--- src/rtl/pool_layer_2.sv ---
// ---------------------------------------------------------------------------
// pool_layer_2
//   Streaming 2x2 / stride-2 max-pool stage that sits behind the second
//   convolution layer. One pixel position (all channels side by side) arrives
//   per beat in raster order. One pooled beat is produced for every 2x2
//   window, on a valid/ready stream towards the fully connected stage.
//
//   Optional feature macro: POOL_LAYER_2_RELU_EN
//     When defined, each pooled channel is clamped to max(result, 0) before
//     it is registered. When undefined, the raw signed maximum is output.
//
// Parameters
//   BITWIDTH  signed sample width per channel
//   IN_DIM    input rows/columns (even); the output is IN_DIM/2 square
//   CHANNELS  channels carried side by side in each beat
//
// Ports
//   clk        rising-edge clock
//   rst        asynchronous, active-high reset
//   in_valid   input beat valid
//   in_ready   stage can accept a beat
//   in_data    channel c at [c*BITWIDTH +: BITWIDTH]
//   out_valid  pooled beat valid
//   out_ready  downstream accepts
//   out_data   pooled samples, same packing as in_data
//   out_last   high with the final pooled beat of a frame
// ---------------------------------------------------------------------------
module pool_layer_2 #(
  parameter int BITWIDTH = 16,
  parameter int IN_DIM   = 10,
  parameter int CHANNELS = 2
) (
  input  logic                         clk,
  input  logic                         rst,
  input  logic                         in_valid,
  output logic                         in_ready,
  input  logic [CHANNELS*BITWIDTH-1:0] in_data,
  output logic                         out_valid,
  input  logic                         out_ready,
  output logic [CHANNELS*BITWIDTH-1:0] out_data,
  output logic                         out_last
);

  localparam int HALF = IN_DIM / 2;
  localparam int CW   = (IN_DIM > 1) ? $clog2(IN_DIM) : 1;
  localparam int HW   = (HALF > 1) ? $clog2(HALF) : 1;
  localparam logic [CW-1:0] LAST_POS = CW'(IN_DIM - 1);

  localparam logic [0:0] ROW_EVEN = 1'b0;
  localparam logic [0:0] ROW_ODD  = 1'b1;

  logic [CW-1:0]                r_col;
  logic [CW-1:0]                r_row;
  logic [0:0]                   r_state;
  logic signed [BITWIDTH-1:0]   r_hold    [CHANNELS];
  logic signed [BITWIDTH-1:0]   r_linebuf [CHANNELS][HALF];
  logic                         r_outValid;
  logic [CHANNELS*BITWIDTH-1:0] r_outData;
  logic                         r_outLast;

  logic                         w_accept;
  logic                         w_load;
  logic                         w_colLast;
  logic [HW-1:0]                w_lbIdx;
  logic signed [BITWIDTH-1:0]   w_pix      [CHANNELS];
  logic signed [BITWIDTH-1:0]   w_maxHold  [CHANNELS];
  logic signed [BITWIDTH-1:0]   w_maxLine  [CHANNELS];
  logic signed [BITWIDTH-1:0]   w_result   [CHANNELS];

  // The single output register is the only buffering, so every input beat
  // (not just window-completing ones) stalls while it is full and blocked.
  assign in_ready  = !r_outValid || out_ready;
  assign w_accept  = in_valid && in_ready;
  assign w_colLast = (r_col == LAST_POS);
  assign w_lbIdx   = HW'(r_col >> 1);
  assign w_load    = w_accept && (r_state == ROW_ODD) && r_col[0];

  assign out_valid = r_outValid;
  assign out_data  = r_outData;
  assign out_last  = r_outLast;

  // Per-channel signed compares: current pixel against the horizontal
  // partial (hold) and against the previous row's pair maximum (linebuf).
  always_comb begin
    for (int c = 0; c < CHANNELS; c++) begin
      w_pix[c]     = $signed(in_data[c*BITWIDTH +: BITWIDTH]);
      w_maxHold[c] = (w_pix[c] > r_hold[c]) ? w_pix[c] : r_hold[c];
      w_maxLine[c] = (w_pix[c] > r_linebuf[c][w_lbIdx]) ? w_pix[c]
                                                         : r_linebuf[c][w_lbIdx];
`ifdef POOL_LAYER_2_RELU_EN
      w_result[c]  = (w_maxHold[c] < 0) ? '0 : w_maxHold[c];
`else
      w_result[c]  = w_maxHold[c];
`endif
    end
  end

  // Position counters, row-phase FSM and window accumulation. On even rows
  // each column pair collapses into linebuf; on odd rows the stored pair is
  // folded in at the even column and the window completes at the odd one.
  always_ff @(posedge clk or posedge rst) begin
    if (rst) begin
      r_col   <= '0;
      r_row   <= '0;
      r_state <= ROW_EVEN;
      for (int c = 0; c < CHANNELS; c++) begin
        r_hold[c] <= '0;
        for (int k = 0; k < HALF; k++) begin
          r_linebuf[c][k] <= '0;
        end
      end
    end else if (w_accept) begin
      if (w_colLast) begin
        r_col   <= '0;
        r_row   <= (r_row == LAST_POS) ? '0 : r_row + CW'(1);
        r_state <= ~r_state;
      end else begin
        r_col <= r_col + CW'(1);
      end
      for (int c = 0; c < CHANNELS; c++) begin
        if (r_state == ROW_EVEN) begin
          if (!r_col[0]) begin
            r_hold[c] <= w_pix[c];
          end else begin
            r_linebuf[c][w_lbIdx] <= w_maxHold[c];
          end
        end else if (!r_col[0]) begin
          r_hold[c] <= w_maxLine[c];
        end
      end
    end
  end

  // Output register: a new result always wins; otherwise a take empties it.
  // Data and last are left untouched when nothing loads so they stay steady
  // under backpressure.
  always_ff @(posedge clk or posedge rst) begin
    if (rst) begin
      r_outValid <= 1'b0;
      r_outData  <= '0;
      r_outLast  <= 1'b0;
    end else if (w_load) begin
      r_outValid <= 1'b1;
      r_outLast  <= (r_row == LAST_POS) && w_colLast;
      for (int c = 0; c < CHANNELS; c++) begin
        r_outData[c*BITWIDTH +: BITWIDTH] <= w_result[c];
      end
    end else if (r_outValid && out_ready) begin
      r_outValid <= 1'b0;
    end
  end

endmodule
--- config.mk ---
export PLATFORM = sky130hd
export DESIGN_NAME = pool_layer_2
export DESIGN_NICKNAME = d
export VERILOG_FILES = /design/src/rtl/pool_layer_2.sv
export SDC_FILE = /design/constraint.sdc
export NUM_CORES = 1
export LEC_CHECK = 0
export BUFFER_PORTS_ARGS = -buffer_cell sky130_fd_sc_hd__clkbuf_2
export CAP_MARGIN = 10
export CORE_ASPECT_RATIO = 1.1
export CORE_MARGIN = 2
export CORE_UTILIZATION = 50
export CTS_CLUSTER_DIAMETER = 30
export DETAILED_ROUTE_END_ITERATION = 8
export PLACE_DENSITY = 0.67
export SLEW_MARGIN = 20
export SYNTH_ARGS = -nofsm -noshare
export SYNTH_HDL_FRONTEND = slang
export SYNTH_SLANG_ARGS = --single-unit
--- constraint.sdc ---
create_clock -name clk -period 8.8 [get_ports clk]
set_input_delay 1.32 -clock clk [delete_from_list [all_inputs] [get_ports clk]]
set_output_delay 1.32 -clock clk [all_outputs]
set_load 0.03 [all_outputs]
==> results of run 1 <==
cell families (layout without fill, tap and decap cells):
group                    count (synthesis)  in the layout
AO/OA/AOI/OAI                          412            412
AND/OR/NAND/NOR                        416            416
adder cells (fa/ha/maj)                 64             64
XOR/XNOR                                 4              4
multiplexers                            64             64
buffers and inverters                  140            229
flip-flops                             235            235
cells in the final DEF (no fill, tap or decap), types with 30 or more instances in the layout:
master / n
ha_1: 64
clkbuf_2: 70
nand4b_1: 30
o31ai_1: 40
clkbuf_16: 55
nand2_1: 66
dfrtp_1: 234
nor2_1: 228
a31oi_1: 192
mux2i_1: 64
a21oi_1: 66
inv_1: 39
per-layer routing:
layer	wire length, µm	share of wire	global-route usage	up-vias
met3	2040	0.058	0.0413	85
li1	-	-	-	5073
met2	17400	0.50	0.463	396
met1	14600	0.41	0.339	5291
met4	1110	0.032	0.114	0
met5	0	0	0	-
sequential cells by signal, indices dropped and copies added (netlist names):
| register | flops |
|---|---|
| out_valid | 1 |
| out_last | 1 |
| r_col | 4 |
| r_hold | 32 |
| r_linebuf | 160 |
| out_data | 32 |
| r_row | 4 |
| r_state | 1 |
cell type report:
| type | instances | area share |
|---|---|---|
| multi-input combinational | 960 | 0.419 |
| sequential | 235 | 0.391 |
| clock buffer | 71 | 0.100 |
| timing repair buffer | 94 | 0.0353 |
| tap | 315 | 0.0262 |
| clock inverter | 24 | 0.0180 |
| inverter | 40 | 0.0105 |
per-stage QoR:
stage	area [µm²]	hold WS [ns]	std cells	utilization
after floorplan	12700	0.471	1335	-
after global placement	13300	0.479	1644	0.528
after detailed placement	13300	0.494	1644	0.528
after CTS	15000	0.505	1739	0.599
after global routing	15000	0.540	1739	0.599
final	15000	0.505	1739	0.599
power breakdown:
| part | leakage [µW] | internal (µW) | switching [µW] |
|---|---|---|---|
| logic | 0.00290 | 1020 | 1710 |
| registers | 0.00280 | 1630 | 388 |
| clock network | 0.000847 | 1310 | 622 |
worst paths after layout:
path,startpoint,to,cells after the start
max reg2reg,r_col[3],r_hold[1],11
min,out_last,out_last,2
min in group asynchronous,rst,out_valid,2
min reg2reg,out_last,out_last,2
max in group asynchronous,rst,r_linebuf[96],3
max,r_col[3],r_hold[1],11
worst min-delay path, stage by stage (launching register included):
cell and delay (ns):
dfrtp_1 0.36, nand2_1 0.06, o31ai_1 0.05
==> metrics, run 1 <==
Mapped Nets 1435; Ports 71; max-slew violation count 0; FF+latch count, synth 235; PnR worst setup slack 3.79 ns; ys async rst share 1.00; dominant synthesized flop cell dfrtp_1; Total GRT Usage 0.269; max-cap check violation count 0; Inserted Diodes 0; multiplexer share of the synthesized area 0.0506; share of the synthesized area in the top cell type 0.464; CTS Root Cell clkbuf_16; Crit path max-delay family compound AO/OA/AOI/OAI gates; CTS tree yes; critical path, cell by cell buf_4 > nor2b_2 > buf_4 > a21oi_1 > o22a_1 > ha_1 > nand4_1 > a2111oi_1 > o21a_1 > or3_1 > o211ai_1; final setup fails 0; Req. time, crit path 9.19 ns; CP bufs+invs 2; Gates resized, CTS repair 0; Core Rows 61; Routed Antenna Nets 0; Initial Utilization 0.504; initial antenna violation count 0; Synth cell types 53; Fin Clk Skew 0.0194 ns; most frequent cell after synthesis dfrtp_1; crit path DAT 5.40 ns; Yosys top cell by area dfrtp_1; layout cells sized above 1 0.150; status finished clean; RSZ-0062 raised after global routing false; Hold Crit Class reg -> reg; Die H 171 µm; min cycle time layout 5.01 ns; most frequent CP cell buf_4; Die W 156 µm; most instantiated cells after synthesis dfrtp_1, nor2_1, a31oi_1, clkbuf_1; die area 0.0266 mm²; wire per inst 20.2 µm; R2R Setup Slk 3.79 ns; CTS Hold Bufs 0; setup TNS 0 ns; H-Tree Depth 2; FILL cells 2138; # nets final 1484; Worst-Skew Late Latency 0.55 ns; largest family of logic cells by synthesized area compound AO/OA/AOI/OAI gates; Fin. Hold Viols 0; clk sink count 235; Synth area leaders dfrtp_1, a31oi_1, nor2_1, ha_1, mux2i_1; adder-cell share of the synthesized area 0.0632; Final GP Congestion 0.845; register area 0.00588 mm²; largest net degree at the start of global routing 115; Cells after Synth 1335; DR pass1 iterations 5; XOR/XNOR Fraction of Synth Area 0.00277; clk slew on worst S/H paths 0.05 ns; Vias/cell 6.24; Crit Path Category reg -> reg; post-synthesis compound-gate area fraction 0.220; Post-Synth Simple-Gate Area 0.154; total congestion overflow 0; Syn. warnings 0; CP Capture Type register; cell area after synthesis 0.0127 mm²; first-pass GRT wire length 57400 µm; Tcrit/Tclk final 0.569; fmax 200 MHz; Mean Syn Cell Area 9.49 µm²; CP max stage cell nor2b_2; Post-synth EDFFs 0; clock tree buffer depth 3; Area Overhead vs Synth 18.8%; sequential share of the synthesized area 0.464; drt drc 0; core area 0.0251 mm²; vias in the first global route 10995; worst-margin pin slew 1.05 ns; critical path launch point type register; Post-CTS Setup Repair Bufs 0; critical path's largest stage delay 0.88 ns; Multi-input gate area 0.00630 mm²; Total Wirelength 35200 µm; leakage 0.00654 µW; post-DP HPWL 22400 µm; pre-CTS setup slack 3.91 ns; Slew headroom 0.300; cts bufs inserted 53; Max IR drop VDD 0.275 mV; via count 10845; Power per Cell Area 444 mW/mm²; crit path max fanout 39; Overall Power 6680 µW; DRT iter0 DRCs 827; port bufs 70
(Power assumes the default switching activity.)
==> run 2, diff against run 1 <==
Clock period 8.8 ns to 5.01 ns, I/O delays scaled along.
==> metrics, run 2 (same netlist as run 1, synthesis figures left out) <==
status finished clean; worst r2r dst r_hold[11]; clk sink count 235; Vias/cell 6.24; DR pass1 iterations 5; crit path DAT 4.70 ns; Die H 171 µm; Fin Clk Skew 0.0142 ns; CP Launch Point r_col[1]; CTS tree yes; cts bufs inserted 51; fmax 235 MHz; Overall Power 11600 µW; initial antenna violation count 0; final setup fails 0; critical path, cell by cell buf_4 > mux2i_1 > nor2_1 > a21oi_1 > o22a_1 > ha_1 > nand4_1 > a2111oi_1 > a2111oi_2 > or3_1 > o211ai_1; Finished Layout Cells 1744; CP endpoint r_hold[11]; vias in the first global route 10924; RR Startpoint r_col[1]; Total GRT Usage 0.269; Tcrit/Tclk final 0.851; Top reg by flops r_linebuf; Worst R2R Path Depth 11; Inserted Diodes 0; min cycle time layout 4.26 ns; clock tree buffer depth 3; Max IR drop VDD 0.429 mV; Hold Crit Class in -> async; Total Wirelength 35300 µm; CP Capture Type register; Initial Utilization 0.504; max FFs per register 160; crit path max fanout 39; clk slew on worst S/H paths 0.05 ns; max-cap check violation count 0; CP max stage cell dfrtp_4; cell area after placement 0.0133 mm²; post-route cell area 0.0150 mm²; leading cell types in the layout, fill and taps excluded dfrtp_1, nor2_1, a31oi_1, clkbuf_2; Power per Cell Area 772 mW/mm²; setup TNS 0 ns; Ports 71; post-DP HPWL 22700 µm; Req. time, crit path 5.45 ns; Fin. Hold Viols 0; PnR worst setup slack 0.747 ns; R2R Setup Slk 0.75 ns; most common cell after layout, fill and taps aside dfrtp_1; critical path launch point type register; Routed Antenna Nets 0; CTS Hold Bufs 0; via count 10890; Worst-Skew Late Latency 0.54 ns; Area Overhead vs Synth 18.6%; Crit Path Category reg -> reg; die area 0.0266 mm²; Slew headroom 0.303; largest net degree at the start of global routing 146; wire per inst 20.2 µm; H-Tree Depth 2; port bufs 70; CTS Root Cell clkbuf_16; Gates resized, CTS repair 0; core area 0.0251 mm²; Core Rows 61; first-pass GRT wire length 57300 µm; worst-margin pin slew 1.05 ns; placed insts 1650; # nets final 1488; critical path's largest stage delay 0.88 ns; drt drc 0; leakage 0.00654 µW; DRT iter0 DRCs 759; max-slew violation count 0; total congestion overflow 0; Die W 156 µm; Final GP Congestion 0.849; layout cells sized above 1 0.151; RSZ-0062 raised after global routing false; Post-CTS Setup Repair Bufs 0; pre-CTS setup slack 0.794 ns
[run 2: worst min-delay path by stage]
stage | from | to | slack [ns] | cells past startpoint
2_1_floorplan | r_hold[25] | r_hold[25] | 0.47 | 2
3_3_place_gp | out_last | out_last | 0.46 | 2
3_5_place_dp | out_last | out_last | 0.47 | 2
4_1_cts | rst | out_data[25] | 0.25 | 2
5_1_grt | rst | out_data[25] | 0.28 | 2
6_report | rst | out_data[25] | 0.25 | 2
[run 2: report_power, final]
group	internal [µW]	switching [µW]	total, µW	leakage (µW)
Clock	2160	1080	3240	0.000809
Combinational	1830	2980	4820	0.00293
Sequential	2860	688	3540	0.00280
Total	6850	4750	11600	0.00654
[run 2: final cells by class]
class,instances,area [µm²]
Clock buffer,69,1440
Clock inverter,25,248
Fill cell,2210,10100
Inverter,40,154
Multi-Input combinational cell,960,6300
Sequential cell,235,5880
Tap cell,315,394
Timing Repair Buffer,100,601
[run 2: per-stage QoR]
| step | util | hold WS (ns) |
|---|---|---|
| floorplan | - | 0.471 |
| global placement | 0.531 | 0.463 |
| detailed placement | 0.531 | 0.469 |
| CTS | 0.598 | 0.253 |
| global route | 0.598 | 0.283 |
| finish | 0.598 | 0.250 |
[run 2: per-layer routing]
layer	global-route usage	vias up	wire length (µm)
met2	0.458	389	17000
met5	0	-	0
met4	0.125	0	1400
li1	-	5085	-
met3	0.0418	108	2010
met1	0.338	5308	14800
[run 2: worst max-delay path: cells and delay by family (launching register included)]
kind,cells,cell delay [ns]
buffers and inverters,1,0.64
DFF,1,0.88
muxes,1,0.15
AOI/OAI and AO/OA,5,1.21
and+or+nand+nor,3,0.95
adders and majority gates,1,0.30
